## src/rtl/sram_arbiter.sv

```systemverilog
// ============================================================================
// Module   : sram_arbiter
// Purpose  : Two-port SRAM arbiter (cache s0, DMA/video s1) with bounded s0 burst.
// Revision : 1.0
// ============================================================================
`default_nettype none

module sram_arbiter #(
    parameter int MAX_S0_CONSEC = 4
) (
    input  logic        clk,
    input  logic        reset,
    input  logic [16:0] s0_addr,
    input  logic [31:0] s0_wrdata,
    input  logic [3:0]  s0_bytesel,
    input  logic        s0_wren,
    input  logic        s0_strobe,
    output logic        s0_wait,
    output logic [31:0] s0_rddata,
    input  logic [16:0] s1_addr,
    input  logic [31:0] s1_wrdata,
    input  logic [3:0]  s1_bytesel,
    input  logic        s1_wren,
    input  logic        s1_strobe,
    output logic        s1_wait,
    output logic [31:0] s1_rddata,
    output logic [16:0] m_addr,
    output logic [31:0] m_wrdata,
    output logic [3:0]  m_bytesel,
    output logic        m_wren,
    output logic        m_strobe,
    input  logic        m_wait,
    input  logic [31:0] m_rddata
);

    localparam logic [3:0] MAX_CNT = 4'(MAX_S0_CONSEC);

    typedef enum logic {
        IDLE  = 1'b0,
        GRANT = 1'b1
    } state_t;

    state_t     state;
    logic       g;
    logic [3:0] consec;
    logic       pick;
    logic       g_strobe;
    logic       in_grant;

    // With both requesting, s1 wins only once s0 has used its burst allowance.
    always_comb begin
        pick = s1_strobe;
        if (s0_strobe && s1_strobe) begin
            pick = (consec == MAX_CNT);
        end
    end

    assign g_strobe = g ? s1_strobe : s0_strobe;
    assign in_grant = (state == GRANT);

    always_ff @(posedge clk or posedge reset) begin
        if (reset) begin
            state  <= IDLE;
            g      <= 1'b0;
            consec <= 4'd0;
        end else begin
            case (state)
                IDLE: begin
                    if (s0_strobe || s1_strobe) begin
                        state <= GRANT;
                        g     <= pick;
                        if (!pick && s1_strobe) begin
                            consec <= (consec == MAX_CNT) ? consec : consec + 4'd1;
                        end else begin
                            consec <= 4'd0;
                        end
                    end
                end
                GRANT: begin
                    // Leave on completion or when the granted requester abandons.
                    if (!g_strobe || !m_wait) begin
                        state <= IDLE;
                    end
                end
                default: state <= IDLE;
            endcase
        end
    end

    assign m_addr    = g ? s1_addr    : s0_addr;
    assign m_wrdata  = g ? s1_wrdata  : s0_wrdata;
    assign m_bytesel = g ? s1_bytesel : s0_bytesel;
    assign m_wren    = g ? s1_wren    : s0_wren;
    assign m_strobe  = in_grant && g_strobe;

    assign s0_wait = s0_strobe && !(in_grant && !g && !m_wait);
    assign s1_wait = s1_strobe && !(in_grant &&  g && !m_wait);

    assign s0_rddata = m_rddata;
    assign s1_rddata = m_rddata;

endmodule

`default_nettype wire
```

## config.mk

```make
export PLATFORM = sky130hd
export DESIGN_NAME = sram_arbiter
export DESIGN_NICKNAME = d
export VERILOG_FILES = /design/src/rtl/sram_arbiter.sv
export SDC_FILE = /design/constraint.sdc
export NUM_CORES = 1
export LEC_CHECK = 0
export ABC_CLOCK_PERIOD_IN_PS = 1100
export CORE_AREA = 5 5 101 103
export DETAILED_ROUTE_END_ITERATION = 16
export DIE_AREA = 0 0 106 108
export GPL_ROUTABILITY_DRIVEN = 0
export MAX_ROUTING_LAYER = met4
export PLACE_DENSITY = 0.76
export SLEW_MARGIN = 10
export SYNTH_ARGS = -nofsm -noshare
export SYNTH_HDL_FRONTEND = slang
export SYNTH_SLANG_ARGS = --single-unit
```

## constraint.sdc

```tcl
create_clock -name clk -period 1.1 [get_ports clk]
set_input_delay 0.22 -clock clk [delete_from_list [all_inputs] [get_ports clk]]
set_output_delay 0.22 -clock clk [all_outputs]
set_load 0.05 [all_outputs]
```

==> impl_metrics.env, run 1 <==
export IMPL_yosysUniqueCellTypes=22
export IMPL_cts_sinks=6
export IMPL_yosys_area_top_type="buf_4"
export IMPL_ys_seq_elements=6
export IMPL_synth_edf_count=0
export IMPL_max_cap_violations=0
export IMPL_status="finished with violations"
export IMPL_vias=1622
export IMPL_hp_class="in -> async"
export IMPL_synth_compound_gate_area_share_pct=5.68
export IMPL_finalWirelength_mm=6.81
export IMPL_finalClockSkew_ps=10.0
export IMPL_synth_warning_count=0
export IMPL_port_buffers=169
export IMPL_drv_slew=0
export IMPL_fin_ws_ps=-553
export IMPL_syn_inst=165
export IMPL_grt_pass1_vias=1674
export IMPL_synthAdderAreaFrac_pct=1.67
export IMPL_drive_above_1_share_pct=50.0
export IMPL_clock_fmax_ghz=0.605
export IMPL_synth_top_flop_cell="dfrtp_1"
export IMPL_path_cells="buf_12 -> clkbuf_16 -> mux2_2 -> buf_6"
export IMPL_die_x_um=106
export IMPL_synth_top_family_by_area="multiplexers"
export IMPL_cts_root_buf="clkbuf_8"
export IMPL_netlist_area_um2=1500
export IMPL_synth_simple_area_share_pct=3.59
export IMPL_multi_input_area_um2=970
export IMPL_grt_pass1_wl_mm=9.49
export IMPL_p_leak_nw=1.50
export IMPL_clockBufferDepth=2
export IMPL_tightest_slew_ps=416
export IMPL_crit_required_ps=880
export IMPL_hold_viol=0
export IMPL_async_flop_share_pct=100
export IMPL_core_um2=9110
export IMPL_vdd_drop_max_uv=718
export IMPL_initial_core_util_pct=16.4
export IMPL_ant_nets=0
export IMPL_p_per_area_nw_per_um2=1970
export IMPL_path_clk_slew_ps=40
export IMPL_path_class="reg -> out"
export IMPL_critPathLaunchType="flop"
export IMPL_synth_area_leaders="buf_4 (33%), mux2_2 (27%), mux2_1 (14%), dfrtp_1 (10%), inv_1 (2.0%)"
export IMPL_die_area_um2=11400
export IMPL_max_slew_margin_pct=72.2
export IMPL_die_h_um=108
export IMPL_slowest_delay_ps=380
export IMPL_ys_seq_area_share_pct=10.0
export IMPL_worst_path_max_delay_cell="dfrtp_2"
export IMPL_via_per_inst=4.11
export IMPL_crit_fanout=7
export IMPL_drt_pass1_iter_count=4
export IMPL_min_period_ps=1650
export IMPL_drtIter0Drc=21
export IMPL_setup_viol=62
export IMPL_critical_path_top_delay_family="buffers and inverters"
export IMPL_synth_top_area_share_pct=32.6
export IMPL_track_usage_pct=10.8
export IMPL_overflow=0
export IMPL_seq_area_um2=151
export IMPL_pre_cts_ws_ps=-379
export IMPL_grt_setup_unrepaired="yes"
export IMPL_antenna_found_initial=0
export IMPL_yosysMostFrequentCell="buf_4"
export IMPL_synth_area_per_cell_um2=9.08
export IMPL_synth_nets=312
export IMPL_critPathArrivalTime_ps=1430
export IMPL_synth_common_cells="buf_4 (65), mux2_2 (36), mux2_1 (18)"
export IMPL_cts_buffers=3
export IMPL_clk_latency_ps=230
export IMPL_route_detailed_drc=0
export IMPL_nNetsFinal=432
export IMPL_synthToLayoutAreaGrowth_pct=131
export IMPL_diodes=0
export IMPL_synthXorXnorAreaFrac_pct=0
export IMPL_muxShareOfSynthArea_pct=41.3
export IMPL_htree_levels=1
export IMPL_cp_buffers_inverters=3
export IMPL_hold_ws_ps=206
export IMPL_violations="negative setup slack"
export IMPL_hpwl_mm=5.27
export IMPL_fill_cells=855
export IMPL_grt_max_degree=16
export IMPL_cts_tree="built"
export IMPL_avgRoutedWirePerCell_um=17.2
export IMPL_rows=35
export IMPL_end_kind="primary output"
export IMPL_period_share_pct=150
export IMPL_pin_count=266
## cell type report
cell class | instances | area share, %
clock buffer | 4 | 1.30
tap | 111 | 4.01
timing repair buffer | 187 | 61.5
sequential | 6 | 4.37
inverter | 8 | 0.867
multi-input combinational | 79 | 28.0
## worst reg2reg max path: cells and delay by family, from the launching register on
family / cells / cell delay (ps)
flip-flops: 1 / 380
multiplexers: 1 / 250
AND/OR/NAND/NOR: 1 / 70
buffers and inverters: 3 / 360
AO/OA/AOI/OAI: 1 / 160
## repair_timing
item                                    CTS  global route
hold buffers                              0             0
resized for setup                        72            39
pin swaps                                 5             3
cloned                                    2             2
setup buffers                             3             2
endpoints found under the setup margin   63            63
## final timing paths
check / from / end / slack, ps / depth (start not counted)
max: g / m_wrdata[10] / -550 / 4
min: reset / in_grant / 210 / 2
max reg2reg: g / in_grant / -230 / 6
min reg2reg: consec[3] / consec[3] / 570 / 2
max in group asynchronous: reset / g / 680 / 2
min in group clk: m_rddata[17] / s0_rddata[17] / 440 / 0
## sequential cells by signal, indices dropped and copies added (netlist names)
name      count
consec        4
in_grant      1
g             1
## layout by cell type, fill, tap and decap left out
cell	instances
clkdlybuf4s50_1	110
buf_6	38
mux2_4	35
mux2_2	19
buf_8	19
inv_1	7
buf_12	7
buf_4	7
dfrtp_1	5
nand2_1	4
clkbuf_8	3
nand4_1	2
o21ai_1	2
o31a_4	2
buf_16	2
clkbuf_16	2
dlygate4sd2_1	2
nand3b_1	1
o21bai_1	1
a41oi_2	1
o22ai_1	1
nand3_1	1
nand2b_1	1
a41oi_1	1
o22ai_2	1
mux2i_4	1
nor2_4	1
inv_2	1
a21bo_1	1
nand2_2	1
a32o_1	1
ha_2	1
ha_1	1
clkbuf_1	1
dfrtp_2	1
## stage by stage
step / std cells / TNS, ps / utilization, % / power, mW / cell area [um2]
5_1_grt: 395 / -33210 / 38.0 / 7.07 / 3460
4_1_cts: 392 / -30760 / 35.8 / 6.39 / 3260
3_3_place_gp: 383 / -18480 / 31.5 / 5.08 / 2870
3_5_place_dp: 383 / -18960 / 31.5 / 5.12 / 2870
2_1_floorplan: 165 / -9180 / - / 4.29 / 1600
6_report: 395 / -30760 / 38.0 / 6.83 / 3460
## layer usage
layer / share of wire (%) / track usage (%)
met3: 11 / 4.96
met5: 0 / -
met2: 52 / 19.2
met1: 35 / 10.9
met4: 1.6 / 2.68
## power by group
| group | leakage (nW) | total [mW] | switching (mW) | internal (mW) |
|---|---|---|---|---|
| logic | 1.40 | 6.15 | 3.13 | 3.02 |
| clock network | 0.0228 | 0.366 | 0.115 | 0.251 |
| registers | 0.0776 | 0.309 | 0.0344 | 0.275 |
## cells by family (layout without fill, tap and decap cells)
group	after synthesis	in the layout
buffers and inverters	80	199
multiplexers	55	55
AO/OA/AOI/OAI	11	11
AND/OR/NAND/NOR	11	11
flip-flops	6	6
adder cells (fa/ha/maj)	2	2
Power figures use the tool's default switching activity.
==> run 2: changes to the inputs <==
==> config.mk (replaced) <==
export PLATFORM = sky130hd
export DESIGN_NAME = sram_arbiter
export DESIGN_NICKNAME = d
export VERILOG_FILES = /design/src/rtl/sram_arbiter.sv
export SDC_FILE = /design/constraint.sdc
export NUM_CORES = 1
export LEC_CHECK = 0
export ABC_CLOCK_PERIOD_IN_PS = 2100
export CORE_AREA = 5 5 100 102
export DETAILED_ROUTE_END_ITERATION = 16
export DIE_AREA = 0 0 105 107
export GPL_ROUTABILITY_DRIVEN = 0
export MAX_ROUTING_LAYER = met4
export PLACE_DENSITY = 0.75
export SLEW_MARGIN = 10
export SYNTH_ARGS = -nofsm -noshare
export SYNTH_HDL_FRONTEND = slang
export SYNTH_SLANG_ARGS = --single-unit
==> constraint.sdc (replaced) <==
create_clock -name clk -period 2.1 [get_ports clk]
set_input_delay 0.42 -clock clk [delete_from_list [all_inputs] [get_ports clk]]
set_output_delay 0.42 -clock clk [all_outputs]
set_load 0.05 [all_outputs]
==> run 2 against run 1 <==
Count of clock-buffer cells in the layout is the same. Clock skew shrank 3.8 ps. Via count shrank 8.9%. Critical path type unchanged. Flip-flop and latch count is the same. Largest power group unchanged. Setup slack gained 720 ps. The run now ends clean. Global-route usage shrank 0.82 points.
==> impl_metrics.env, run 2 (synthesized netlist as in run 1, its figures left out) <==
export IMPL_hold_viol=0
export IMPL_finalClockSkew_ps=6.20
export IMPL_ff2ff_path_depth=5
export IMPL_synthToLayoutAreaGrowth_pct=90.9
export IMPL_pin_count=266
export IMPL_tightest_slew_ps=404
export IMPL_diodes=0
export IMPL_die_x_um=105
export IMPL_finalWirelength_mm=6.06
export IMPL_r2r_start="consec[0]"
export IMPL_clock_fmax_ghz=0.517
export IMPL_cts_tree="built"
export IMPL_cts_buffers=3
export IMPL_max_slew_margin_pct=73.0
export IMPL_rows=35
export IMPL_crit_required_ps=1680
export IMPL_via_per_inst=3.87
export IMPL_critPathLaunch="g"
export IMPL_overflow=0
export IMPL_period_share_pct=92.0
export IMPL_place_area_um2=2810
export IMPL_layoutNonFillerInstCount=382
export IMPL_critPathArrivalTime_ps=1510
export IMPL_grt_setup_unrepaired="no"
export IMPL_htree_levels=1
export IMPL_initial_core_util_pct=16.6
export IMPL_cts_sinks=6
export IMPL_r2r_slack_ps=770
export IMPL_critPathLaunchType="flop"
export IMPL_path_class="reg -> out"
export IMPL_drv_slew=0
export IMPL_layout_common_cells="clkdlybuf4s50_1 (112), buf_4 (52), mux2_2 (36)"
export IMPL_clockBufferDepth=2
export IMPL_crit_fanout=30
export IMPL_post_route_util_pct=31.7
export IMPL_multi_input_area_um2=782
export IMPL_cts_resized_gates=0
export IMPL_end_kind="primary output"
export IMPL_die_area_um2=11200
export IMPL_antenna_found_initial=0
export IMPL_final_common_cell="clkdlybuf4s50_1"
export IMPL_avgRoutedWirePerCell_um=15.9
export IMPL_hpwl_mm=5.31
export IMPL_hold_buffers=0
export IMPL_drive_above_1_share_pct=37.6
export IMPL_route_detailed_drc=0
export IMPL_clk_latency_ps=220
export IMPL_min_period_ps=1930
export IMPL_fin_tns_setup_ps=0
export IMPL_vdd_drop_max_uv=555
export IMPL_setup_viol=0
export IMPL_path_clk_slew_ps=40
export IMPL_hp_class="in -> async"
export IMPL_port_buffers=169
export IMPL_ant_nets=0
export IMPL_place_inst=378
export IMPL_nNetsFinal=419
export IMPL_cts_root_buf="clkbuf_8"
export IMPL_core_um2=9020
export IMPL_largest_reg_flops=4
export IMPL_drt_pass1_iter_count=4
export IMPL_seq_area_um2=151
export IMPL_design_area_um2=2860
export IMPL_fill_cells=930
export IMPL_largest_register="consec"
export IMPL_die_h_um=107
export IMPL_p_leak_nw=1.17
export IMPL_drtIter0Drc=31
export IMPL_grt_pass1_vias=1601
export IMPL_grt_pass1_wl_mm=8.87
export IMPL_track_usage_pct=9.98
export IMPL_vias=1477
export IMPL_max_cap_violations=0
export IMPL_p_per_area_nw_per_um2=974
export IMPL_grt_max_degree=31
export IMPL_status="completed"
export IMPL_cts_setup_buffers=0
## run 2: changes by cell type in the layout (fill, tap and decap cells not counted), moves of 17 or more
cell,delta
buf_4,+45
mux2_2,+17
buf_6,-38
mux2_1,+18
mux2_4,-35
buf_8,-19
## run 2: power breakdown
part | total, mW | internal [mW] | switching, mW
Combinational | 2.41 | 0.993 | 1.42
Clock | 0.179 | 0.130 | 0.0490
Sequential | 0.189 | 0.144 | 0.0448
Total | 2.78 | 1.27 | 1.52
## run 2: cell type report
type / instances / share of cell area, %
clock buffers: 4 / 1.58
repair buffers: 174 / 59.9
multi-input cells: 79 / 27.4
flip-flops and latches: 6 / 5.30
inverters: 8 / 1.05
well taps: 111 / 4.86
## run 2: routing by layer
| layer | global-route usage (%) | part of all wire (%) |
|---|---|---|
| met1 | 10.1 | 35 |
| met2 | 17.5 | 52 |
| met3 | 4.58 | 12 |
| met4 | 2.47 | 1.6 |
| met5 | - | 0 |
## run 2: stage by stage
step / power, mW / setup slack, ps / hold slack (ps)
detailed placement: 2.63 / 262 / 552
floorplan: 2.09 / 339 / 211
finish: 2.78 / 168 / 403
CTS: 2.83 / 135 / 405
global route: 2.92 / 72.2 / 412
global placement: 2.62 / 298 / 523
## run 2: worst max-delay path, stage by stage, from the launching register on
cell and delay [ps]:
dfrtp_2 480, buf_12 220, mux2_1 370, buf_4 200
## run 2: path summary, 6_finish.rpt
check / endpoint
setup / recovery: m_wrdata[24]
hold / removal: in_grant
setup reg to reg: consec[3]
hold reg to reg: consec[1]
max in group asynchronous: g
min in group clk: consec[1]
